--- src/rtl/io_pkg.sv ---
`default_nettype none
// ---------------------------------------------------------------------------
// io_pkg : register map, CTRL bit indices and access-FSM encoding
// Revision: 1.0
// ---------------------------------------------------------------------------
package io_pkg;

    localparam logic [2:0] OFF_DBG_OUT    = 3'd0;
    localparam logic [2:0] OFF_BTN_STATUS = 3'd1;
    localparam logic [2:0] OFF_LED_X      = 3'd2;
    localparam logic [2:0] OFF_LED_Y      = 3'd3;
    localparam logic [2:0] OFF_EVENT      = 3'd4;
    localparam logic [2:0] OFF_CTRL       = 3'd5;
    localparam logic [7:0] NUM_REGS       = 8'd6;

    localparam int CTRL_AUTO_STEP = 0;
    localparam int CTRL_IRQ_EN    = 1;

    typedef logic [1:0] acc_state_t;
    localparam acc_state_t ST_IDLE    = 2'd0;
    localparam acc_state_t ST_ACCESS  = 2'd1;
    localparam acc_state_t ST_RELEASE = 2'd2;

    function automatic logic [7:0] rotl8(input logic [7:0] v);
        return {v[6:0], v[7]};
    endfunction

    function automatic logic [7:0] rotr8(input logic [7:0] v);
        return {v[0], v[7:1]};
    endfunction

endpackage
`default_nettype wire

--- src/rtl/io_controller_if.sv ---
`default_nettype none
// ---------------------------------------------------------------------------
// io_controller_if : CPU I/O cycle bus between the CPU side and io_controller
// Revision: 1.0
// ---------------------------------------------------------------------------
interface io_controller_if;
    logic       mem_clk;
    logic       mem_io;
    logic       io_we;
    logic       io_oe;
    logic [7:0] addr;
    logic [7:0] data_in;
    logic [7:0] data_out;
    logic       data_oe;

    modport master (
        output mem_clk, mem_io, io_we, io_oe, addr, data_in,
        input  data_out, data_oe
    );

    modport slave (
        input  mem_clk, mem_io, io_we, io_oe, addr, data_in,
        output data_out, data_oe
    );
endinterface
`default_nettype wire

--- src/rtl/button_debounce.sv ---
`default_nettype none
// ---------------------------------------------------------------------------
// button_debounce : 2-flop synchroniser, stability counter, rising-edge pulse
// Revision: 1.0
// ---------------------------------------------------------------------------
module button_debounce #(
    parameter int DEBOUNCE_CYCLES = 16
) (
    input  wire logic clk,
    input  wire logic rst_n,
    input  wire logic i_btn,
    output logic      o_level,
    output logic      o_rise
);

    localparam int              CW     = $clog2(DEBOUNCE_CYCLES + 1);
    localparam logic [CW-1:0]   C_LAST = CW'(DEBOUNCE_CYCLES - 1);

    logic          r_s1;
    logic          r_s2;
    logic          r_level;
    logic          r_rise;
    logic [CW-1:0] r_cnt;

    // The pulse is registered together with the level so both appear on the same edge.
    always_ff @(posedge clk or negedge rst_n) begin
        if (!rst_n) begin
            r_s1    <= 1'b0;
            r_s2    <= 1'b0;
            r_level <= 1'b0;
            r_rise  <= 1'b0;
            r_cnt   <= '0;
        end else begin
            r_s1   <= i_btn;
            r_s2   <= r_s1;
            r_rise <= 1'b0;
            if (r_s2 != r_level) begin
                if (r_cnt == C_LAST) begin
                    r_level <= r_s2;
                    r_rise  <= r_s2;
                    r_cnt   <= '0;
                end else begin
                    r_cnt <= r_cnt + 1'b1;
                end
            end else begin
                r_cnt <= '0;
            end
        end
    end

    assign o_level = r_level;
    assign o_rise  = r_rise;

endmodule
`default_nettype wire

--- src/rtl/io_controller.sv ---
`default_nettype none
// ---------------------------------------------------------------------------
// io_controller : memory-mapped I/O block with debounced buttons and LED regs
// Revision: 1.0
// ---------------------------------------------------------------------------
module io_controller
    import io_pkg::*;
#(
    parameter int         DEBOUNCE_CYCLES = 16,
    parameter logic [7:0] BASE_ADDR       = 8'h00,
    parameter int         CNT_W           = 4
) (
    input  wire logic        clk,
    input  wire logic        reset,
    io_controller_if.slave   bus,
    input  wire logic        bc,
    input  wire logic        bac,
    output logic [7:0]       led_x,
    output logic [7:0]       led_y,
    output logic             dbg_valid,
    output logic [7:0]       dbg_data,
    output logic             irq
);

    localparam logic [CNT_W-1:0] C_CNT_MAX = '1;

    logic [7:0]       w_offs;
    logic [2:0]       w_reg;
    logic             w_sel;
    logic             w_is_rd;
    logic             w_start;
    logic             w_commit;
    logic             w_exit;
    logic             w_clr;
    logic             w_bc_db;
    logic             w_bac_db;
    logic             w_cw_ev;
    logic             w_ccw_ev;
    logic [CNT_W-1:0] w_cw_nxt;
    logic [CNT_W-1:0] w_ccw_nxt;
    logic [7:0]       w_rdata;
    acc_state_t       w_state_nxt;

    acc_state_t       r_state;
    logic             r_first;
    logic             r_clr_pend;
    logic [7:0]       r_led_x;
    logic [7:0]       r_led_y;
    logic [1:0]       r_ctrl;
    logic [7:0]       r_dbg_data;
    logic             r_dbg_valid;
    logic             r_irq;
    logic [CNT_W-1:0] r_cw_cnt;
    logic [CNT_W-1:0] r_ccw_cnt;

    // Unsigned wrap makes addresses below the base fall outside the window.
    assign w_offs  = bus.addr - BASE_ADDR;
    assign w_reg   = w_offs[2:0];
    assign w_sel   = bus.mem_io & bus.mem_clk & (w_offs < NUM_REGS);
    assign w_is_rd = bus.io_oe & ~bus.io_we;

    button_debounce #(.DEBOUNCE_CYCLES(DEBOUNCE_CYCLES)) u_bc (
        .clk     (clk),
        .rst_n   (reset),
        .i_btn   (bc),
        .o_level (w_bc_db),
        .o_rise  (w_cw_ev)
    );

    button_debounce #(.DEBOUNCE_CYCLES(DEBOUNCE_CYCLES)) u_bac (
        .clk     (clk),
        .rst_n   (reset),
        .i_btn   (bac),
        .o_level (w_bac_db),
        .o_rise  (w_ccw_ev)
    );

    // A strobe already high out of reset goes straight to RELEASE with no side effects.
    always_comb begin
        w_state_nxt = r_state;
        case (r_state)
            ST_IDLE:    if (w_sel) w_state_nxt = r_first ? ST_RELEASE : ST_ACCESS;
            ST_ACCESS:  w_state_nxt = w_sel ? ST_RELEASE : ST_IDLE;
            ST_RELEASE: w_state_nxt = w_sel ? ST_RELEASE : ST_IDLE;
            default:    w_state_nxt = ST_IDLE;
        endcase
    end

    assign w_start  = (r_state == ST_IDLE) & w_sel & ~r_first;
    assign w_commit = w_start & bus.io_we;
    assign w_exit   = (r_state != ST_IDLE) & ~w_sel;
    assign w_clr    = w_exit & r_clr_pend;

    always_ff @(posedge clk or negedge reset) begin
        if (!reset) begin
            r_state    <= ST_IDLE;
            r_first    <= 1'b1;
            r_clr_pend <= 1'b0;
        end else begin
            r_state <= w_state_nxt;
            r_first <= 1'b0;
            if (w_start) begin
                r_clr_pend <= w_is_rd & (w_reg == OFF_EVENT);
            end else if (w_exit) begin
                r_clr_pend <= 1'b0;
            end
        end
    end

    // Clear happens first so an event on the clear edge still counts as one.
    always_comb begin
        w_cw_nxt  = r_cw_cnt;
        w_ccw_nxt = r_ccw_cnt;
        if (w_clr) begin
            w_cw_nxt  = CNT_W'(w_cw_ev);
            w_ccw_nxt = CNT_W'(w_ccw_ev);
        end else begin
            if (w_cw_ev && (r_cw_cnt != C_CNT_MAX))   w_cw_nxt  = r_cw_cnt + 1'b1;
            if (w_ccw_ev && (r_ccw_cnt != C_CNT_MAX)) w_ccw_nxt = r_ccw_cnt + 1'b1;
        end
    end

    always_ff @(posedge clk or negedge reset) begin
        if (!reset) begin
            r_led_x     <= 8'h01;
            r_led_y     <= 8'h00;
            r_ctrl      <= 2'b00;
            r_dbg_data  <= 8'h00;
            r_dbg_valid <= 1'b0;
            r_irq       <= 1'b0;
            r_cw_cnt    <= '0;
            r_ccw_cnt   <= '0;
        end else begin
            r_cw_cnt    <= w_cw_nxt;
            r_ccw_cnt   <= w_ccw_nxt;
            r_dbg_valid <= w_commit & (w_reg == OFF_DBG_OUT);
            r_irq       <= r_ctrl[CTRL_IRQ_EN] & ((r_cw_cnt != '0) | (r_ccw_cnt != '0));

            if (w_commit && (w_reg == OFF_DBG_OUT)) r_dbg_data <= bus.data_in;
            if (w_commit && (w_reg == OFF_LED_Y))   r_led_y    <= bus.data_in;
            if (w_commit && (w_reg == OFF_CTRL))    r_ctrl     <= bus.data_in[1:0];

            if (w_commit && (w_reg == OFF_LED_X)) begin
                r_led_x <= bus.data_in;
            end else if (r_ctrl[CTRL_AUTO_STEP] && (w_cw_ev != w_ccw_ev)) begin
                r_led_x <= w_cw_ev ? rotl8(r_led_x) : rotr8(r_led_x);
            end
        end
    end

    always_comb begin
        w_rdata = 8'h00;
        if (w_sel) begin
            case (w_reg)
                OFF_BTN_STATUS: w_rdata = {6'b0, w_bc_db, w_bac_db};
                OFF_LED_X:      w_rdata = r_led_x;
                OFF_LED_Y:      w_rdata = r_led_y;
                OFF_EVENT:      w_rdata = {4'(r_cw_cnt), 4'(r_ccw_cnt)};
                OFF_CTRL:       w_rdata = {6'b0, r_ctrl};
                default:        w_rdata = 8'h00;
            endcase
        end
    end

    assign bus.data_out = w_rdata;
    assign bus.data_oe  = w_sel & w_is_rd;

    assign led_x     = r_led_x;
    assign led_y     = r_led_y;
    assign dbg_valid = r_dbg_valid;
    assign dbg_data  = r_dbg_data;
    assign irq       = r_irq;

endmodule
`default_nettype wire

--- src/flat_wrapper.sv ---
// flat-port wrapper written by rule: the top's interface ports become plain ports
module io_controller_flat import io_pkg::*;
#(
    parameter int         DEBOUNCE_CYCLES = 16,
    parameter logic [7:0] BASE_ADDR       = 8'h00,
    parameter int         CNT_W           = 4
)
  (clk, reset, bc, bac, led_x, led_y, dbg_valid, dbg_data, irq, bus_mem_clk, bus_mem_io, bus_io_we, bus_io_oe, bus_addr, bus_data_in, bus_data_out, bus_data_oe);
  io_controller_if bus_i ();
  input  wire logic clk;
  input  wire logic reset;
  input  wire logic bc;
  input  wire logic bac;
  output logic [7:0] led_x;
  output logic [7:0] led_y;
  output logic dbg_valid;
  output logic [7:0] dbg_data;
  output logic irq;
  input wire logic [$bits(bus_i.mem_clk)-1:0] bus_mem_clk;
  input wire logic [$bits(bus_i.mem_io)-1:0] bus_mem_io;
  input wire logic [$bits(bus_i.io_we)-1:0] bus_io_we;
  input wire logic [$bits(bus_i.io_oe)-1:0] bus_io_oe;
  input wire logic [$bits(bus_i.addr)-1:0] bus_addr;
  input wire logic [$bits(bus_i.data_in)-1:0] bus_data_in;
  output wire logic [$bits(bus_i.data_out)-1:0] bus_data_out;
  output wire logic [$bits(bus_i.data_oe)-1:0] bus_data_oe;
  assign bus_i.mem_clk = bus_mem_clk;
  assign bus_i.mem_io = bus_mem_io;
  assign bus_i.io_we = bus_io_we;
  assign bus_i.io_oe = bus_io_oe;
  assign bus_i.addr = bus_addr;
  assign bus_i.data_in = bus_data_in;
  assign bus_data_out = bus_i.data_out;
  assign bus_data_oe = bus_i.data_oe;
  io_controller #(.DEBOUNCE_CYCLES(DEBOUNCE_CYCLES), .BASE_ADDR(BASE_ADDR), .CNT_W(CNT_W)) u_core (.clk(clk), .reset(reset), .bus(bus_i), .bc(bc), .bac(bac), .led_x(led_x), .led_y(led_y), .dbg_valid(dbg_valid), .dbg_data(dbg_data), .irq(irq));
endmodule
--- config.mk ---
export PLATFORM = sky130hd
export DESIGN_NAME = io_controller_flat
export DESIGN_NICKNAME = d
export VERILOG_FILES = /design/src/rtl/io_pkg.sv /design/src/rtl/io_controller_if.sv /design/src/rtl/button_debounce.sv /design/src/rtl/io_controller.sv /design/src/flat_wrapper.sv
export SDC_FILE = /design/constraint.sdc
export NUM_CORES = 1
export LEC_CHECK = 0
export CAP_MARGIN = 30
export CORE_MARGIN = 2
export CORE_UTILIZATION = 55
export CTS_CLUSTER_SIZE = 24
export DETAILED_ROUTE_END_ITERATION = 16
export PLACE_DENSITY = 0.86
export SETUP_SLACK_MARGIN = 0.02
export SYNTH_ARGS = -nofsm -noshare
export SYNTH_HDL_FRONTEND = slang
export SYNTH_SLANG_ARGS = --single-unit
--- constraint.sdc ---
create_clock -name clk -period 3.6 [get_ports clk]
set_clock_uncertainty 0.1 [all_clocks]
set_input_delay 0.72 -clock clk [delete_from_list [all_inputs] [get_ports clk]]
set_output_delay 0.72 -clock clk [all_outputs]
set_load 0.03 [all_outputs]
==> qor.txt, run 1 <==
Crit path cell chain - clkdlybuf4s50_1 -> nor4b_4 -> nand3_2 -> nor3b_1 -> clkdlybuf4s50_1
Die width - 76.7 um
Routed vias/inst - 5.64
Clock buffer depth - 2
Ys Warns - 0
Setup TNS - 0 ns
Root buf cell - clkbuf_8
Number of synthesized flops with an enable pin - 0
Syn Inst Count - 256
Proportion of synthesized area in mux cells - 15.4%
Congestion Overflow GR - 0
First-pass DRT Iterations - 5
Vias in the first global route - 2250
WP data arrival - 2.61 ns
Hold slack - 0.211 ns
Max Slew Vio Count - 0
Setup Buffers After CTS - 0
Post-synthesis sequential area ratio - 50.0%
Core area - 5110 sq um
Die area - 5890 sq um
Num CTS Buffers - 9
I/O Buffers - 58
CP max FO - 5
Worst hold-check path type - input pin to async pin
Post-cts sizing count - 0
Crit path kind - input pin to output port
RSZ-0062 raised after global routing - false
Compound-Gate Fraction of Synth Area - 10.6%
Outcome - completed
I/O pin cnt - 59
Clk sinks - 58
Period Utilization, post-route - 95.2%
Synth area leader - dfrtp_1
Asr flop ratio synth - 100%
Clk slew on worst S/H paths - 0.07 ns
Max-Cap Viols - 0
Final Cell Area - 3770 sq um
Synth-to-layout area growth - 29.5%
Most common cell after layout, fill and taps aside - dfrtp_1
Worst r2r path cells - 5
Post-DR wirelength/cell - 16.0 um
CP Capture Type - output port
Fin crit period - 3.43 ns
Chip Height - 76.7 um
Seq cells post-synth - 58
Critical path buffers and inverters - 2
DRC violations left - 0
Instance area after placement - 3590 sq um
Worst path max stage delay - 0.70 ns
Initial DRC Count - 160
Crit start category - input pin
Post-DRT Antenna Nets - 0
Largest family of logic cells by synthesized area - simple AND/OR/NAND/NOR gates
CTS tree - yes
Initial antenna violation count - 0
Top_reg_cell synth - dfrtp_1
Most used cell, CP - clkdlybuf4s50_1
Synth Cell Area - 2910 sq um
Synth Area in Simple Gates - 15.8%
Antenna cells - 0
Total track usage - 23.5%
Via count - 2272
Largest net degree at the start of global routing - 41
Final Hold Violating Endpoints - 0
Global placer's final weighted congestion - 0.838
Setup violators final - 0
Clock Latency Late Sink - 0.34 ns
Commonest non-fill, non-tap cells in the layout - 56 x dfrtp_1, 49 x clkdlybuf4s50_1, 25 x nor2_1
R2R Path End - u_core.led_x[3]
Avg Inst Size Synth - 11.4 sq um
Slew HR - 60.3%
Placed cells - 387
H-tree Lvls - 3
Adder-cell share of the synthesized area - 3.44%
CTS Hold Bufs - 0
Count of cell types in the netlist - 47
Leakage - 1.71 nW
Actual slew at the worst max-slew pin - 0.594 ns
Site row count - 26
Largest cells by area after synthesis - dfrtp_1 48%, mux2_2 8.5%, mux2_4 4.1%
Final Net Count - 360
CP max-delay cell - clkdlybuf4s50_1
Worst IR Drop VDD - 0.318 mV
Final std cells w/o fill - 403
Top delay family on crit path - buffers and inverters
Top cell type's share of synthesized area - 48.2%
Mapped Nets - 288
Power per cell area - 372 nW/um^2
End-of-flow core utilization - 73.8%
XOR/XNOR Fraction of Synth Area - 2.11%
FMAX - 292 MHz
Reg2reg start - u_core.r_state[0]
CP required - 2.78 ns
Layout cell share with drive strength beyond 1 - 21.3%
DP HPWL - 4660 um
Routed WL - 6450 um
R2r setup slk - 1.35 ns
First-pass GRT wire length - 10800 um
Initial Utilization - 57.0%
[sequential cells by signal (all words and copies together), names as in the netlist, 2 cells and up]
signal	cells
u_core.dbg_data	8
u_core.led_x	8
u_core.led_y	8
u_core.r_ccw_cnt	4
u_core.r_ctrl	2
u_core.r_cw_cnt	4
u_core.r_state	2
u_core.u_bac.r_cnt	5
u_core.u_bc.r_cnt	5
[routing by layer]
layer / global-route usage (%) / routed length (um)
met5: 0 / 0
met3: 5.18 / 282
met4: 10.7 / 144
met2: 37.5 / 3170
met1: 30.9 / 2850
[synth_stat cells (2+ instances only)]
library cell	n
dfrtp_1	56
nor2_1	25
mux2_2	22
inv_1	12
a21oi_1	11
nand3_1	10
nand2_1	9
o22ai_1	9
a2bb2oi_1	8
ha_1	8
mux2_4	8
mux2i_1	8
a31oi_1	5
nand2b_1	5
xor2_1	5
clkbuf_1	4
nor3_1	4
a22oi_1	3
and3_1	3
nand3b_1	3
nor4b_1	3
dfstp_2	2
nand4_1	2
nor2b_1	2
nor3_2	2
nor3b_1	2
o211ai_1	2
o21ai_0	2
o22a_1	2
xnor2_1	2
[worst max path at each step]
stage	depth (start not counted)	end	startpoint
detailed placement	5	bus_data_oe	bus_addr[4]
CTS	5	bus_data_oe	bus_addr[4]
finish	5	bus_data_oe	bus_addr[4]
global placement	5	bus_data_oe	bus_addr[4]
global route	5	bus_data_oe	bus_addr[4]
floorplan	3	bus_data_oe	bus_addr[4]
[final cells by class]
class                      count  area [sq um]
sequential                    58          1450
tap                           70          87.6
timing repair buffer          67           623
fill                         348          1340
multi-input combinational    180          1380
clock inverter                 6          41.3
clock buffer                  10           138
inverter                      12          45.0
[kinds of logic (layout without fill, tap and decap cells)]
| kind of cell | after synthesis | count (layout) |
|---|---|---|
| adders and majority gates | 8 | 8 |
| AOI/OAI and AO/OA | 46 | 46 |
| DFF | 58 | 58 |
| xor gates and xnor gates | 7 | 7 |
| and+or+nand+nor | 80 | 80 |
| other | 1 | 1 |
| muxes | 38 | 38 |
| buffers and inverters | 18 | 95 |
[stage by stage]
step	total power (W)	setup slack, ns
after floorplan	0.000800	0.733
after global placement	0.000870	0.194
after detailed placement	0.000876	0.171
after CTS	0.00141	0.162
after global routing	0.00148	0.0673
final	0.00140	0.172
[worst reg2reg max path, delay by kind of cell, from the launching register on]
family,cells,cell delay (ns)
simple gates,2,0.87
mux,1,0.39
flops,1,0.38
fa+ha+maj,1,0.31
buf+inv,1,0.08
[report_power, final]
part / internal (W) / switching [W]
clock network: 0.000267 / 0.000270
logic: 0.0000769 / 0.0000767
registers: 0.000680 / 0.0000325
total: 0.00102 / 0.000380
Note: power is estimated with default switching activity, not from simulation.
==> run 2, diff against run 1 <==
--- a/config.mk
+++ b/config.mk
@@ -12,6 +12,7 @@
 export DETAILED_ROUTE_END_ITERATION = 16
 export PLACE_DENSITY = 0.86
 export SETUP_SLACK_MARGIN = 0.02
+export SLEW_MARGIN = 15
 export SYNTH_ARGS = -nofsm -noshare
 export SYNTH_HDL_FRONTEND = slang
 export SYNTH_SLANG_ARGS = --single-unit
==> results of run 2 <==
Same layout as run 1: the final DEF is identical, and so are final timing and power.
==> run 3, diff against run 2 <==
--- a/config.mk
+++ b/config.mk
@@ -6,6 +6,7 @@
 export NUM_CORES = 1
 export LEC_CHECK = 0
 export CAP_MARGIN = 30
+export CORE_ASPECT_RATIO = 0.8
 export CORE_MARGIN = 2
 export CORE_UTILIZATION = 55
 export CTS_CLUSTER_SIZE = 24
==> run 3 against run 2 <==
Maximum frequency is 6.2% higher. Sequential share of layout area down 0.15 points. Power is 11% higher. Register-to-register slack barely moved. Largest cell class unchanged. Hold slack improved by 0.030 ns. Critical path type unchanged. Critical path depth unchanged. Non-clock buffer count fell by 3. Highest routed layer unchanged. Clock-buffer cell count rose by 2. Cell count shrank 2.7%. Via count fell by 2.7%. Utilization up 0.92 points. Clock power grew 29%.
==> qor.txt, run 3 (synthesized netlist as in run 1, its figures left out) <==
Slew HR - 58.0%
Leakage - 1.73 nW
Final Cell Area - 3780 sq um
Period Utilization, post-route - 89.7%
Post-cts sizing count - 0
FMAX - 310 MHz
Worst IR Drop VDD - 0.514 mV
Initial Utilization - 57.5%
Worst r2r path cells - 5
CP max FO - 8
I/O Buffers - 58
WP data arrival - 2.41 ns
Global placer's final weighted congestion - 0.817
Commonest non-fill, non-tap cells in the layout - 56 x dfrtp_1, 48 x clkdlybuf4s50_1, 25 x nor2_1
Instance area after placement - 3560 sq um
Worst hold path depth - 0
Layout cell share with drive strength beyond 1 - 20.6%
Final Hold Violating Endpoints - 0
Met1 GRT Util - 33.0%
Total track usage - 24.3%
H-tree Lvls - 3
Grt met3 use - 9.22%
Routed WL - 6580 um
DP HPWL - 4680 um
Initial antenna violation count - 0
Post-DRT Antenna Nets - 0
Most common cell after layout, fill and taps aside - dfrtp_1
Initial DRC Count - 110
Core area - 5060 sq um
CP Capture Type - output port
CTS tree - yes
CP required - 2.78 ns
Chip Height - 69.1 um
Actual slew at the worst max-slew pin - 0.629 ns
Via count - 2210
Site row count - 23
Die width - 85.3 um
Synth-to-layout area growth - 30.1%
Vias in the first global route - 2224
Max Slew Vio Count - 0
RSZ-0062 raised after global routing - false
Setup violators final - 0
First-pass GRT wire length - 11000 um
FILL cells - 356
Crit start category - input pin
Root buf cell - clkbuf_8
Post-DR wirelength/cell - 16.8 um
First-pass DRT Iterations - 4
Crit path kind - input pin to output port
Final Net Count - 357
Num CTS Buffers - 9
Setup Buffers After CTS - 0
Max-Cap Viols - 0
Setup TNS - 0 ns
Most used routing layer - met2
Clk slew on worst S/H paths - 0.07 ns
Routed vias/inst - 5.64
Worst hold-check path type - flop to flop
Power per cell area - 411 nW/um^2
Fin crit period - 3.23 ns
R2r setup slk - 1.35 ns
CTS Hold Bufs - 0
DRC violations left - 0
I/O pin cnt - 59
Congestion Overflow GR - 0
Clock Latency Late Sink - 0.35 ns
Largest net degree at the start of global routing - 32
Tot Pwr - 0.00156 W
Die area - 5890 sq um
Clock buffer depth - 2
GR Util met2 - 36.1%
Antenna cells - 0
Outcome - completed
Clk sinks - 58
[run 3: changes by cell type in the layout (fill, tap and decap cells not counted), sizes merged]
cell / change
inv: -1
clkbuf: +2
clkdlybuf4s50: -1
clkinvlp: -3
buf: -2
bufinv: +2
[run 3: per-stage QoR]
stage | util (%) | std cells | hold WS [ns] | setup WS (ns)
3_3_place_gp | 70.2 | 376 | 0.234 | 0.417
2_1_floorplan | - | 256 | 0.231 | 0.733
4_1_cts | 74.7 | 392 | 0.240 | 0.365
5_1_grt | 74.7 | 392 | 0.249 | 0.283
3_5_place_dp | 70.2 | 376 | 0.235 | 0.360
6_report | 74.7 | 392 | 0.241 | 0.371
[run 3: worst paths after layout]
| path | endpoint | start |
|---|---|---|
| hold reg to reg | u_core.u_bc.r_s2 | u_core.u_bc.r_s1 |
| setup / recovery | bus_data_out[1] | bus_addr[4] |
| setup reg to reg | u_core.led_x[5] | u_core.r_state[0] |
| hold / removal | u_core.u_bc.r_s2 | u_core.u_bc.r_s1 |
| min in group asynchronous | u_core.u_bc.r_cnt[0] | reset |
| max in group asynchronous | u_core.r_first | reset |
[run 3: routing by layer]
layer,wire length (um),part of all wire [%]
met1,3020,46
met2,3080,47
met3,408,6.2
met4,70,1.1
met5,0,0
[run 3: power breakdown]
group | total [W] | leakage, nW | switching [W] | internal [W]
sequential | 0.000714 | 0.784 | 0.0000333 | 0.000680
combinational | 0.000150 | 0.832 | 0.0000752 | 0.0000743
clock | 0.000692 | 0.117 | 0.000265 | 0.000428
[run 3: final cells by class]
type / instances / area, sq um / area share (%)
clock inverter: 4 / 73.8 / 1.95
tap: 62 / 77.6 / 2.05
sequential: 58 / 1450 / 38.4
inverter: 12 / 45.0 / 1.19
multi-input combinational: 180 / 1380 / 36.5
timing repair buffer: 64 / 598 / 15.8
clock buffer: 12 / 155 / 4.10
[run 3: worst max-delay path: stages]
cell	delay (ns)
clkdlybuf4s50_1	0.45
nor4b_4	0.42
nand4_1	0.39
nor2_1	0.24
buf_4	0.19
